`config.mk`:
```
export PLATFORM = sky130hd
export DESIGN_NAME = fourbytememory_arbiter_flat
export DESIGN_NICKNAME = d
export VERILOG_FILES = /design/src/rtl/fourbytememory_arbiter_pkg.sv /design/src/rtl/fourbytememory_arbiter_if.sv /design/src/rtl/fourbytememory_arbiter_rr_arb2.sv /design/src/rtl/fourbytememory_arbiter.sv /design/src/flat_wrapper.sv
export SDC_FILE = /design/constraint.sdc
export NUM_CORES = 1
export LEC_CHECK = 0
export CAP_MARGIN = 0
export CORE_MARGIN = 5
export CORE_UTILIZATION = 42
export DETAILED_ROUTE_END_ITERATION = 10
export PLACE_DENSITY_LB_ADDON = 0.3
export SLEW_MARGIN = 20
export SYNTH_ARGS = -nofsm -noshare
export SYNTH_HDL_FRONTEND = slang
export SYNTH_SLANG_ARGS = --single-unit
export TNS_END_PERCENT = 30
```
`constraint.sdc`:
```
create_clock -name clk -period 2 [get_ports clk]
set_input_delay 0.4 -clock clk [delete_from_list [all_inputs] [get_ports clk]]
set_output_delay 0.4 -clock clk [all_outputs]
set_load 0.01 [all_outputs]
```
`src/rtl/fourbytememory_arbiter_pkg.sv`:
```
// Shared definitions for the four-byte memory arbiter.
//   - DATA_W_DEF / ADR_W_DEF : default word and address widths
//   - state_t                : transaction FSM states (IDLE -> ISSUE -> COMPLETE)
package fourbytememory_arbiter_pkg;

   localparam int DATA_W_DEF = 8;
   localparam int ADR_W_DEF  = 2;

   typedef enum logic [1:0] {
      IDLE     = 2'd0,
      ISSUE    = 2'd1,
      COMPLETE = 2'd2
   } state_t;

endpackage

```
`src/rtl/fourbytememory_arbiter_if.sv`:
```
// Bus bundle between two requesters, the arbiter and the four-byte memory.
//   requester side : a_/b_ req, wr, adr, wdata (in) ; gnt, ack (out) ; rdata (out)
//   memory side    : mem_en, mem_wr, mem_adr, mem_data (out) ; mem_out (in)
// Handshake: a requester raises req and keeps wr/adr/wdata stable until the
// arbiter samples it in IDLE. From then on the transaction is committed:
// gnt is high for the ISSUE and COMPLETE cycles, and ack pulses for one
// cycle in COMPLETE, when rdata is valid for reads. A req still high after
// ack counts as a fresh request.
// Modports: slave = arbiter view, master = requesters plus memory view.
interface fourbytememory_arbiter_if
   import fourbytememory_arbiter_pkg::*;
#(
   parameter int DATA_W = DATA_W_DEF,
   parameter int ADR_W  = ADR_W_DEF
) ();

   logic              a_req,   b_req;
   logic              a_wr,    b_wr;
   logic [ADR_W-1:0]  a_adr,   b_adr;
   logic [DATA_W-1:0] a_wdata, b_wdata;
   logic              a_gnt,   b_gnt;
   logic              a_ack,   b_ack;
   logic [DATA_W-1:0] rdata;
   logic              mem_en,  mem_wr;
   logic [ADR_W-1:0]  mem_adr;
   logic [DATA_W-1:0] mem_data;
   logic [DATA_W-1:0] mem_out;

   modport slave (
      input  a_req, b_req, a_wr, b_wr, a_adr, b_adr, a_wdata, b_wdata, mem_out,
      output a_gnt, b_gnt, a_ack, b_ack, rdata, mem_en, mem_wr, mem_adr, mem_data
   );

   modport master (
      output a_req, b_req, a_wr, b_wr, a_adr, b_adr, a_wdata, b_wdata, mem_out,
      input  a_gnt, b_gnt, a_ack, b_ack, rdata, mem_en, mem_wr, mem_adr, mem_data
   );

endinterface

```
`src/rtl/fourbytememory_arbiter_rr_arb2.sv`:
```
// Two-way round-robin choice (combinational).
//   req[0]=A, req[1]=B ; ptr=0 favours A, ptr=1 favours B
//   gnt : one-hot winner, zero when nobody requests
module rr_arb2 (
   input  logic [1:0] req,
   input  logic       ptr,
   output logic [1:0] gnt
);

   always_comb begin
      gnt = req;
      // Only a tie consults the pointer; a lone requester always wins.
      if (req == 2'b11) begin
         gnt = ptr ? 2'b10 : 2'b01;
      end
   end

endmodule

```
`src/rtl/fourbytememory_arbiter.sv`:
```
// Arbiter giving two requesters shared access to a four-byte memory.
// Each transaction takes IDLE -> ISSUE -> COMPLETE (one access per 3 cycles).
//   clk, rst  : system clock, synchronous active-high reset
//   bus       : requester and memory signals (slave modport)
//   state_dbg : current FSM state
module fourbytememory_arbiter
   import fourbytememory_arbiter_pkg::*;
#(
   parameter int DATA_W = DATA_W_DEF,
   parameter int ADR_W  = ADR_W_DEF
) (
   input  logic                       clk,
   input  logic                       rst,
   fourbytememory_arbiter_if.slave    bus,
   output state_t                     state_dbg
);

   state_t            state, state_nxt;
   logic              ptr;        // 0 favours A, 1 favours B
   logic [1:0]        owner;      // one-hot winner of the current transaction
   logic              wr_l;
   logic [ADR_W-1:0]  adr_l;
   logic [DATA_W-1:0] wdata_l;
   logic [DATA_W-1:0] rdata_q;
   logic [1:0]        req_vec, win, gnt, ack;
   logic              mem_en, mem_wr;

   assign req_vec = {bus.b_req, bus.a_req};

   rr_arb2 u_arb (
      .req (req_vec),
      .ptr (ptr),
      .gnt (win)
   );

   always_ff @(posedge clk) begin
      if (rst) state <= IDLE;
      else     state <= state_nxt;
   end

   always_comb begin
      state_nxt = state;
      gnt       = 2'b00;
      ack       = 2'b00;
      mem_en    = 1'b0;
      mem_wr    = 1'b0;
      case (state)
         IDLE: begin
            if (|req_vec) state_nxt = ISSUE;
         end
         ISSUE: begin
            gnt       = owner;
            mem_en    = 1'b1;
            mem_wr    = wr_l;
            state_nxt = COMPLETE;
         end
         COMPLETE: begin
            gnt       = owner;
            // A reset arriving in this cycle aborts the transaction, so the
            // ack must already be suppressed here.
            ack       = owner & {2{~rst}};
            state_nxt = IDLE;
         end
         default: state_nxt = IDLE;
      endcase
   end

   // Request latch, read capture and pointer update.
   always_ff @(posedge clk) begin
      if (rst) begin
         ptr     <= 1'b0;
         owner   <= 2'b00;
         wr_l    <= 1'b0;
         adr_l   <= '0;
         wdata_l <= '0;
         rdata_q <= '0;
      end else begin
         case (state)
            IDLE: begin
               if (|req_vec) begin
                  owner   <= win;
                  wr_l    <= win[1] ? bus.b_wr    : bus.a_wr;
                  adr_l   <= win[1] ? bus.b_adr   : bus.a_adr;
                  wdata_l <= win[1] ? bus.b_wdata : bus.a_wdata;
               end
            end
            ISSUE: begin
               if (!wr_l) rdata_q <= bus.mem_out;
            end
            COMPLETE: begin
               // Favour the loser next: A just won -> ptr=1, B just won -> ptr=0.
               ptr <= owner[0];
            end
            default: ;
         endcase
      end
   end

   assign bus.a_gnt    = gnt[0];
   assign bus.b_gnt    = gnt[1];
   assign bus.a_ack    = ack[0];
   assign bus.b_ack    = ack[1];
   assign bus.mem_en   = mem_en;
   assign bus.mem_wr   = mem_wr;
   assign bus.mem_adr  = adr_l;
   assign bus.mem_data = wdata_l;
   assign bus.rdata    = rdata_q;
   assign state_dbg    = state;

endmodule

```
`src/flat_wrapper.sv`:
```
// flat-port wrapper written by rule: the top's interface ports become plain ports
module fourbytememory_arbiter_flat import fourbytememory_arbiter_pkg::*;
#(
   parameter int DATA_W = DATA_W_DEF,
   parameter int ADR_W  = ADR_W_DEF
)
  (clk, rst, state_dbg, bus_a_req, bus_b_req, bus_a_wr, bus_b_wr, bus_a_adr, bus_b_adr, bus_a_wdata, bus_b_wdata, bus_mem_out, bus_a_gnt, bus_b_gnt, bus_a_ack, bus_b_ack, bus_rdata, bus_mem_en, bus_mem_wr, bus_mem_adr, bus_mem_data);
  fourbytememory_arbiter_if #(.DATA_W(DATA_W), .ADR_W(ADR_W)) bus_i ();
  input  logic clk;
  input  logic rst;
  output state_t state_dbg;
  input wire logic [$bits(bus_i.a_req)-1:0] bus_a_req;
  input wire logic [$bits(bus_i.b_req)-1:0] bus_b_req;
  input wire logic [$bits(bus_i.a_wr)-1:0] bus_a_wr;
  input wire logic [$bits(bus_i.b_wr)-1:0] bus_b_wr;
  input wire logic [$bits(bus_i.a_adr)-1:0] bus_a_adr;
  input wire logic [$bits(bus_i.b_adr)-1:0] bus_b_adr;
  input wire logic [$bits(bus_i.a_wdata)-1:0] bus_a_wdata;
  input wire logic [$bits(bus_i.b_wdata)-1:0] bus_b_wdata;
  input wire logic [$bits(bus_i.mem_out)-1:0] bus_mem_out;
  output wire logic [$bits(bus_i.a_gnt)-1:0] bus_a_gnt;
  output wire logic [$bits(bus_i.b_gnt)-1:0] bus_b_gnt;
  output wire logic [$bits(bus_i.a_ack)-1:0] bus_a_ack;
  output wire logic [$bits(bus_i.b_ack)-1:0] bus_b_ack;
  output wire logic [$bits(bus_i.rdata)-1:0] bus_rdata;
  output wire logic [$bits(bus_i.mem_en)-1:0] bus_mem_en;
  output wire logic [$bits(bus_i.mem_wr)-1:0] bus_mem_wr;
  output wire logic [$bits(bus_i.mem_adr)-1:0] bus_mem_adr;
  output wire logic [$bits(bus_i.mem_data)-1:0] bus_mem_data;
  assign bus_i.a_req = bus_a_req;
  assign bus_i.b_req = bus_b_req;
  assign bus_i.a_wr = bus_a_wr;
  assign bus_i.b_wr = bus_b_wr;
  assign bus_i.a_adr = bus_a_adr;
  assign bus_i.b_adr = bus_b_adr;
  assign bus_i.a_wdata = bus_a_wdata;
  assign bus_i.b_wdata = bus_b_wdata;
  assign bus_i.mem_out = bus_mem_out;
  assign bus_a_gnt = bus_i.a_gnt;
  assign bus_b_gnt = bus_i.b_gnt;
  assign bus_a_ack = bus_i.a_ack;
  assign bus_b_ack = bus_i.b_ack;
  assign bus_rdata = bus_i.rdata;
  assign bus_mem_en = bus_i.mem_en;
  assign bus_mem_wr = bus_i.mem_wr;
  assign bus_mem_adr = bus_i.mem_adr;
  assign bus_mem_data = bus_i.mem_data;
  fourbytememory_arbiter #(.DATA_W(DATA_W), .ADR_W(ADR_W)) u_core (.clk(clk), .rst(rst), .bus(bus_i), .state_dbg(state_dbg));
endmodule
```
======== Word-level counts from Yosys, hierarchy flattened ========
Cells that the tools add are included.
storage, ports and cells
  input port bits ......................... 34
  logic and storage cells ................. 30
  register bits after elaboration ......... 24
cells by class
  bitwise gates (word level) .............. 3
  muxes and demuxes ....................... 11
  reduce and logical (&&, ||, !) cells .... 5
  equal/unequal tests ..................... 4
operators with widths
  cell                                                 number
  two-way mux 2 bit                                    6
  two-way mux 8 bit                                    1
  equality test 2 bit, second input constant           2
  case mux 2 bit (2 select lines)                      1
  AND reduction 2 bit                                  2
  OR reduction 2 bit                                   2
  two-way mux 1 bit                                    3
  bitwise AND 2 bit                                    1
  equality test 2 x 1 -> 1 bit, second input constant  1
  zero test 2 bit                                      1
  != test 2 x 1 -> 1 bit, second input constant        1
  inverter 1 bit                                       2

======== Depth between registers and ports, before layout ========
  depth in word-level cells ............... 3
  gate-level depth with buffers ........... 6
  depth with buffers taken out ............ 5

======== By module ========
A second synthesis with hierarchy kept.
second synthesis, totals
  cell total of the unflattened synthesis .. 108
  area, all modules ....................... 1,174.9 µm²
by module, submodules not included
  module                  cells an instance  area an instance (µm²)  times used  sequential area each (µm²)
  fourbytememory_arbiter  105                1,156.1                 1           480.5
  rr_arb2                 3                  18.8                    1           0.0

======== Least setup slack after synthesis ========
No wires, ideal clock.
  path kind ............................... register to register
  start ................................... register u_core.state[1], in the netlist u_core.state_dbg[1]
  end ..................................... register u_core.rdata_q[0], in the netlist u_core.bus.rdata[0]
  period minus slack after synthesis ...... 1,377 ps
  data required time ...................... 1,872 ps
  path slack .............................. 623 ps
  data arrival time ....................... 1,250 ps
  library setup time ...................... 128 ps
  stages on the path, launching flop included .. 7
  path buffers ............................ 1
  cell sequence ........................... dfxtp_1 -> inv_1 -> ha_1 -> nor2b_1 -> buf_2 -> mux2i_1 -> nor2_1
between the ends
  cells in the longest elaborated chain, start to end .. 2
RTL lines
  item                           RTL line                      source
  start: declaration             fourbytememory_arbiter.sv:18  state_t state, state_nxt;
  start signal: assignment       fourbytememory_arbiter.sv:38  else state <= state_nxt;
  equality test 2 x 1 -> 1 bit   fourbytememory_arbiter.sv:78  case (state)
  AND reduction 2 bit (no line)  --
  end signal: assignment         fourbytememory_arbiter.sv:88  if (!wr_l) rdata_q <= bus.mem_out;
  end: declaration               fourbytememory_arbiter.sv:24  logic [DATA_W-1:0] rdata_q;
Every way passes these cells.
A chain may end at the register's enable or synchronous reset.

======== Worst setup path after layout ========
  start ................................... register u_core.state[0], in the netlist u_core.state_dbg[0]
  end ..................................... output port bus_b_gnt
between the ends
  cells in the longest elaborated chain, start to end .. 3
  elaborated cells between the ends (all ways) .. 4
  classes of those cells .................. eq/ne (2); mux (1); reduce/logical (1)
RTL lines
  item                                                                 RTL line                      source
  equality test 2 bit or equality test 2 x 1 -> 1 bit (tied branches)  fourbytememory_arbiter.sv:47  case (state)
  OR reduction 2 bit (no line) (*)                                     --
  two-way mux 2 bit (*)                                                fourbytememory_arbiter.sv:47
  end: declaration                                                     flat_wrapper.sv:22            output wire logic [$bits(bus_i.b_gnt)-1:0] bus_b_gnt;
Every way passes the cells marked *; elsewhere a longest branch is shown, timed or not.

==> flow_summary.html <==
<table>
<tr><th>Metric</th><th>Value</th></tr>
<tr><th colspan="2">CTS</th></tr>
<tr><td>Num Clock Sinks</td><td>24</td></tr>
<tr><td>Clock slew at reported path FFs</td><td>0.12 ns</td></tr>
<tr><td>Worst-Skew Late Latency</td><td>0.31 ns</td></tr>
<tr><td>H-Tree Level Count</td><td>1</td></tr>
<tr><td>Clock tree root buffer cell</td><td>sky130_fd_sc_hd__clkbuf_4</td></tr>
<tr><td>CTS hold repair buffers</td><td>0</td></tr>
<tr><td>Maximum clock insertion buffer count</td><td>2</td></tr>
<tr><td>CTS tree</td><td>done</td></tr>
<tr><td>CTS buffer count</td><td>3</td></tr>
<tr><th colspan="2">Synthesis</th></tr>
<tr><td>Cell with the most instances after synthesis</td><td>sky130_fd_sc_hd__dfxtp_1</td></tr>
<tr><td>Async SR Flop Fraction</td><td>0</td></tr>
<tr><td>Portion of synthesized cell area occupied by the leading cell type</td><td>0.415</td></tr>
<tr><td>Main combinational cell family by area after synthesis</td><td>simple AND/OR/NAND/NOR gates</td></tr>
<tr><td>Compound-cell area share of the yosys netlist</td><td>0.151</td></tr>
<tr><td>Cell area after synthesis</td><td>1160 um^2</td></tr>
<tr><td>Most used DFF post-synth</td><td>sky130_fd_sc_hd__dfxtp_1</td></tr>
<tr><td>Number of nets in the synthesized netlist</td><td>161</td></tr>
<tr><td>Sequential cell area fraction in the yosys report</td><td>0.415</td></tr>
<tr><td>YS warnings</td><td>0</td></tr>
<tr><td>Area share of xor/xnor cells in the synthesized design</td><td>0</td></tr>
<tr><td>Number of enable flip-flop cells after synthesis</td><td>0</td></tr>
<tr><td>Top cell types by occurrence after synthesis</td><td>24 x sky130_fd_sc_hd__dfxtp_1, 22 x sky130_fd_sc_hd__nor2_1, 12 x sky130_fd_sc_hd__nand3_1</td></tr>
<tr><td>Number of storage elements in the synthesis netlist</td><td>24</td></tr>
<tr><td>Share of synthesized cell area in full adder, half adder and majority cells</td><td>0.0432</td></tr>
<tr><td>Synthesized instance count</td><td>123</td></tr>
<tr><td>Simple-gate share of the synthesized area</td><td>0.201</td></tr>
<tr><td>Synth top area cells</td><td>sky130_fd_sc_hd__dfxtp_1 42%, sky130_fd_sc_hd__mux2i_1 8.6%, sky130_fd_sc_hd__a311oi_1 8.3%, sky130_fd_sc_hd__nor2_1 7.1%, sky130_fd_sc_hd__nand3_1 5.2%</td></tr>
<tr><td>Cell taking the most area after synthesis</td><td>sky130_fd_sc_hd__dfxtp_1</td></tr>
<tr><td>Number of distinct library cell variants in the gate-level netlist after synthesis</td><td>26</td></tr>
<tr><td>Post-synthesis area per instance</td><td>9.41 um^2</td></tr>
<tr><td>Mux share of post-synthesis cell area</td><td>0.0865</td></tr>
<tr><th colspan="2">Die</th></tr>
<tr><td>Ports placed on the boundary</td><td>60</td></tr>
<tr><td>X dimension of the die</td><td>62.5 um</td></tr>
<tr><td>Core Footprint</td><td>2690 um^2</td></tr>
<tr><td>Area of the die</td><td>3910 um^2</td></tr>
<tr><td>Num rows</td><td>19</td></tr>
<tr><td>Die height</td><td>62.5 um</td></tr>
<tr><td>Initial core utilization</td><td>0.431</td></tr>
<tr><th colspan="2">STA</th></tr>
<tr><td>Worst hold slack</td><td>0.501 ns</td></tr>
<tr><td>Final Hold Vio Count</td><td>0</td></tr>
<tr><td>Final period util</td><td>0.944</td></tr>
<tr><td>Total setup violations reported at the end of the flow</td><td>0</td></tr>
<tr><td>Min Tclk post-route</td><td>1.89 ns</td></tr>
<tr><td>Worst setup skew after layout</td><td>0.00821 ns</td></tr>
<tr><td>Worst-case headroom to the max-slew limit</td><td>0.690</td></tr>
<tr><td>Setup TNS</td><td>0 ns</td></tr>
<tr><td>Slew of the pin with the lowest slew margin</td><td>0.466 ns</td></tr>
<tr><td>RSZ-0062 raised after global routing</td><td>false</td></tr>
<tr><td>Count of final max-slew check failures</td><td>0</td></tr>
<tr><td>Highest achievable clock rate</td><td>529 MHz</td></tr>
<tr><th colspan="2">Global route</th></tr>
<tr><td>Wire length of the first global-routing pass</td><td>4.97 mm</td></tr>
<tr><td>Antenna violations before repair</td><td>0</td></tr>
<tr><td>Number of global-route vias before repair</td><td>1043</td></tr>
<tr><td>Maximum number of pins on one net before global-route repair</td><td>25</td></tr>
<tr><td>Overall Global Routing Usage</td><td>0.152</td></tr>
<tr><td>Total overflow reported by the global router</td><td>0</td></tr>
<tr><th colspan="2">Detailed routing</th></tr>
<tr><td>First-pass detailed-route iteration total</td><td>4</td></tr>
<tr><td>Routed length per placed instance</td><td>14.1 um</td></tr>
<tr><td>Vias per Instance</td><td>5.05</td></tr>
<tr><td>Vias after detailed routing</td><td>1050</td></tr>
<tr><td>Starting DRT DRC Count</td><td>23</td></tr>
<tr><td>DRC violations left</td><td>0</td></tr>
<tr><td>Wire length after detailed routing</td><td>2.93 mm</td></tr>
<tr><td>ANT nets after route</td><td>0</td></tr>
<tr><th colspan="2">Worst setup path</th></tr>
<tr><td>CP Class</td><td>reg2out</td></tr>
<tr><td>Crit path max-delay family</td><td>flip-flops</td></tr>
<tr><td>Data arrival time of the worst path</td><td>1.49 ns</td></tr>
<tr><td>Buffers &amp; Inverters on Critical Path</td><td>2</td></tr>
<tr><td>Worst path max stage delay</td><td>0.37 ns</td></tr>
<tr><td>Critical path's slowest cell</td><td>sky130_fd_sc_hd__dfxtp_2</td></tr>
<tr><td>Cell-by-cell trace of the critical path</td><td>inv_1 &gt; ha_1 &gt; and2_1 &gt; dlygate4sd2_1</td></tr>
<tr><td>Critical Path Fanout Max</td><td>4</td></tr>
<tr><td>Critical Path Source Type</td><td>register</td></tr>
<tr><td>CP Data Required Time</td><td>1.60 ns</td></tr>
<tr><td>Worst Setup End Kind</td><td>primary output</td></tr>
<tr><th colspan="2">Finish</th></tr>
<tr><td>Utilization after layout</td><td>0.643</td></tr>
<tr><td>Share of layout cells above drive strength 1</td><td>0.0678</td></tr>
<tr><td>Fill count</td><td>235</td></tr>
<tr><td># nets final</td><td>217</td></tr>
<tr><td>Area growth from synthesis to layout</td><td>49.2%</td></tr>
<tr><td>Antenna diode count</td><td>0</td></tr>
<tr><td>Total non-filler cell area in the finished layout</td><td>1730 um^2</td></tr>
<tr><th colspan="2">Power</th></tr>
<tr><td>Total leakage power</td><td>0.000677 uW</td></tr>
<tr><td>Power density normalized to cell area</td><td>655 nW/um^2</td></tr>
<tr><td>Final total power</td><td>1130 uW</td></tr>
<tr><td>VDD IR-drop max</td><td>0.555 mV</td></tr>
<tr><th colspan="2">Placement</th></tr>
<tr><td>Buffers on Ports</td><td>59</td></tr>
<tr><td>Final estimated routing congestion in global placement</td><td>0.737</td></tr>
<tr><td>Post-DP HPWL</td><td>2.25 mm</td></tr>
<tr><td>Dpl cell area</td><td>1700 um^2</td></tr>
<tr><th colspan="2">Outcome</th></tr>
<tr><td>Status</td><td>finished clean</td></tr>
<tr><th colspan="2">Flow run</th></tr>
<tr><td>Max-cap violations</td><td>0</td></tr>
<tr><th colspan="2">Hold path</th></tr>
<tr><td>Worst min-delay path category</td><td>reg2reg</td></tr>
</table>
[worst min-delay path, cell delays in order, from the launching register on]
cell and delay (ns):
sky130_fd_sc_hd__dfxtp_1 0.33, sky130_fd_sc_hd__nor2_1 0.09, sky130_fd_sc_hd__a311oi_1 0.05
[flip-flops by register name, indices dropped and copies added, names as in the netlist]
register	flops
u_core.owner	2
u_core.bus.rdata	8
u_core.state_dbg	2
u_core.bus.mem_adr	2
u_core.wr_l	1
u_core.ptr	1
u_core.bus.mem_data	8
[path summary, 6_finish.rpt]
kind	to	depth (start not counted)	slack, ns	from
max	bus_b_gnt	4	0.11	u_core.state_dbg[0]
max reg2reg	u_core.bus.mem_data[4]	5	0.62	u_core.state_dbg[0]
min	u_core.bus.mem_adr[0]	2	0.50	u_core.bus.mem_adr[0]
min reg2reg	u_core.bus.mem_adr[0]	2	0.50	u_core.bus.mem_adr[0]
[power by group]
group          switching [uW]  leakage, uW  internal, uW  total, uW
combinational             155     0.000464           208        363
sequential               28.6     0.000198           529        558
clock                     140    0.0000138          70.5        210
[per-layer routing]
metal | share of wire | GRT usage
met1 | 0.45 | 0.188
met4 | 0.0085 | 0.0477
met3 | 0.057 | 0.0432
met2 | 0.48 | 0.251
met5 | 0 | 0
[metrics by stage]
stage                     instances  worst slack (ns)
after global routing            208            0.0270
after floorplan                 123             0.623
after CTS                       208           0.00135
final                           208             0.111
after global placement          205           0.00574
after detailed placement        205           0.00651
[kinds of logic after synthesis]
group / count (synthesis)
AND/OR/NAND/NOR: 47
adder cells (fa/ha/maj): 4
AO/OA/AOI/OAI: 24
multiplexers: 10
flip-flops: 24
buffers and inverters: 14
[area by class of cell]
cell class | count | area [um^2] | area share
Timing Repair Buffer | 62 | 611 | 0.354
Multi-Input combinational cell | 85 | 561 | 0.325
Sequential cell | 24 | 483 | 0.280
Tap cell | 31 | 38.8 | 0.0225
Clock buffer | 3 | 22.5 | 0.0130
Inverter | 3 | 11.3 | 0.00652
[what timing repair did]
item,4_1_cts,5_1_grt
gates resized for setup,7,1
endpoints found under the setup margin,5,1
setup buffers,0,0
[cell usage in the layout, fill, tap and decap left out, drive strengths merged]
master,netlist,layout
dfxtp,24,24
and3b,2,2
dlymetal6s2s,0,1
inv,3,3
mux2i,10,10
nor2,22,22
nor3b,3,3
nor2b,1,1
nand2b,2,2
and2,3,3
clkdlybuf4s50,0,54
a21oi,1,1
nor3,1,1
buf,6,3
and2b,1,1
clkbuf,5,3
nand3,12,12
a311oi,11,11
dlygate4sd2,0,4
o21ai,11,11
ha,4,4
o21a,1,1
Note: power is estimated with default switching activity, not from simulation.
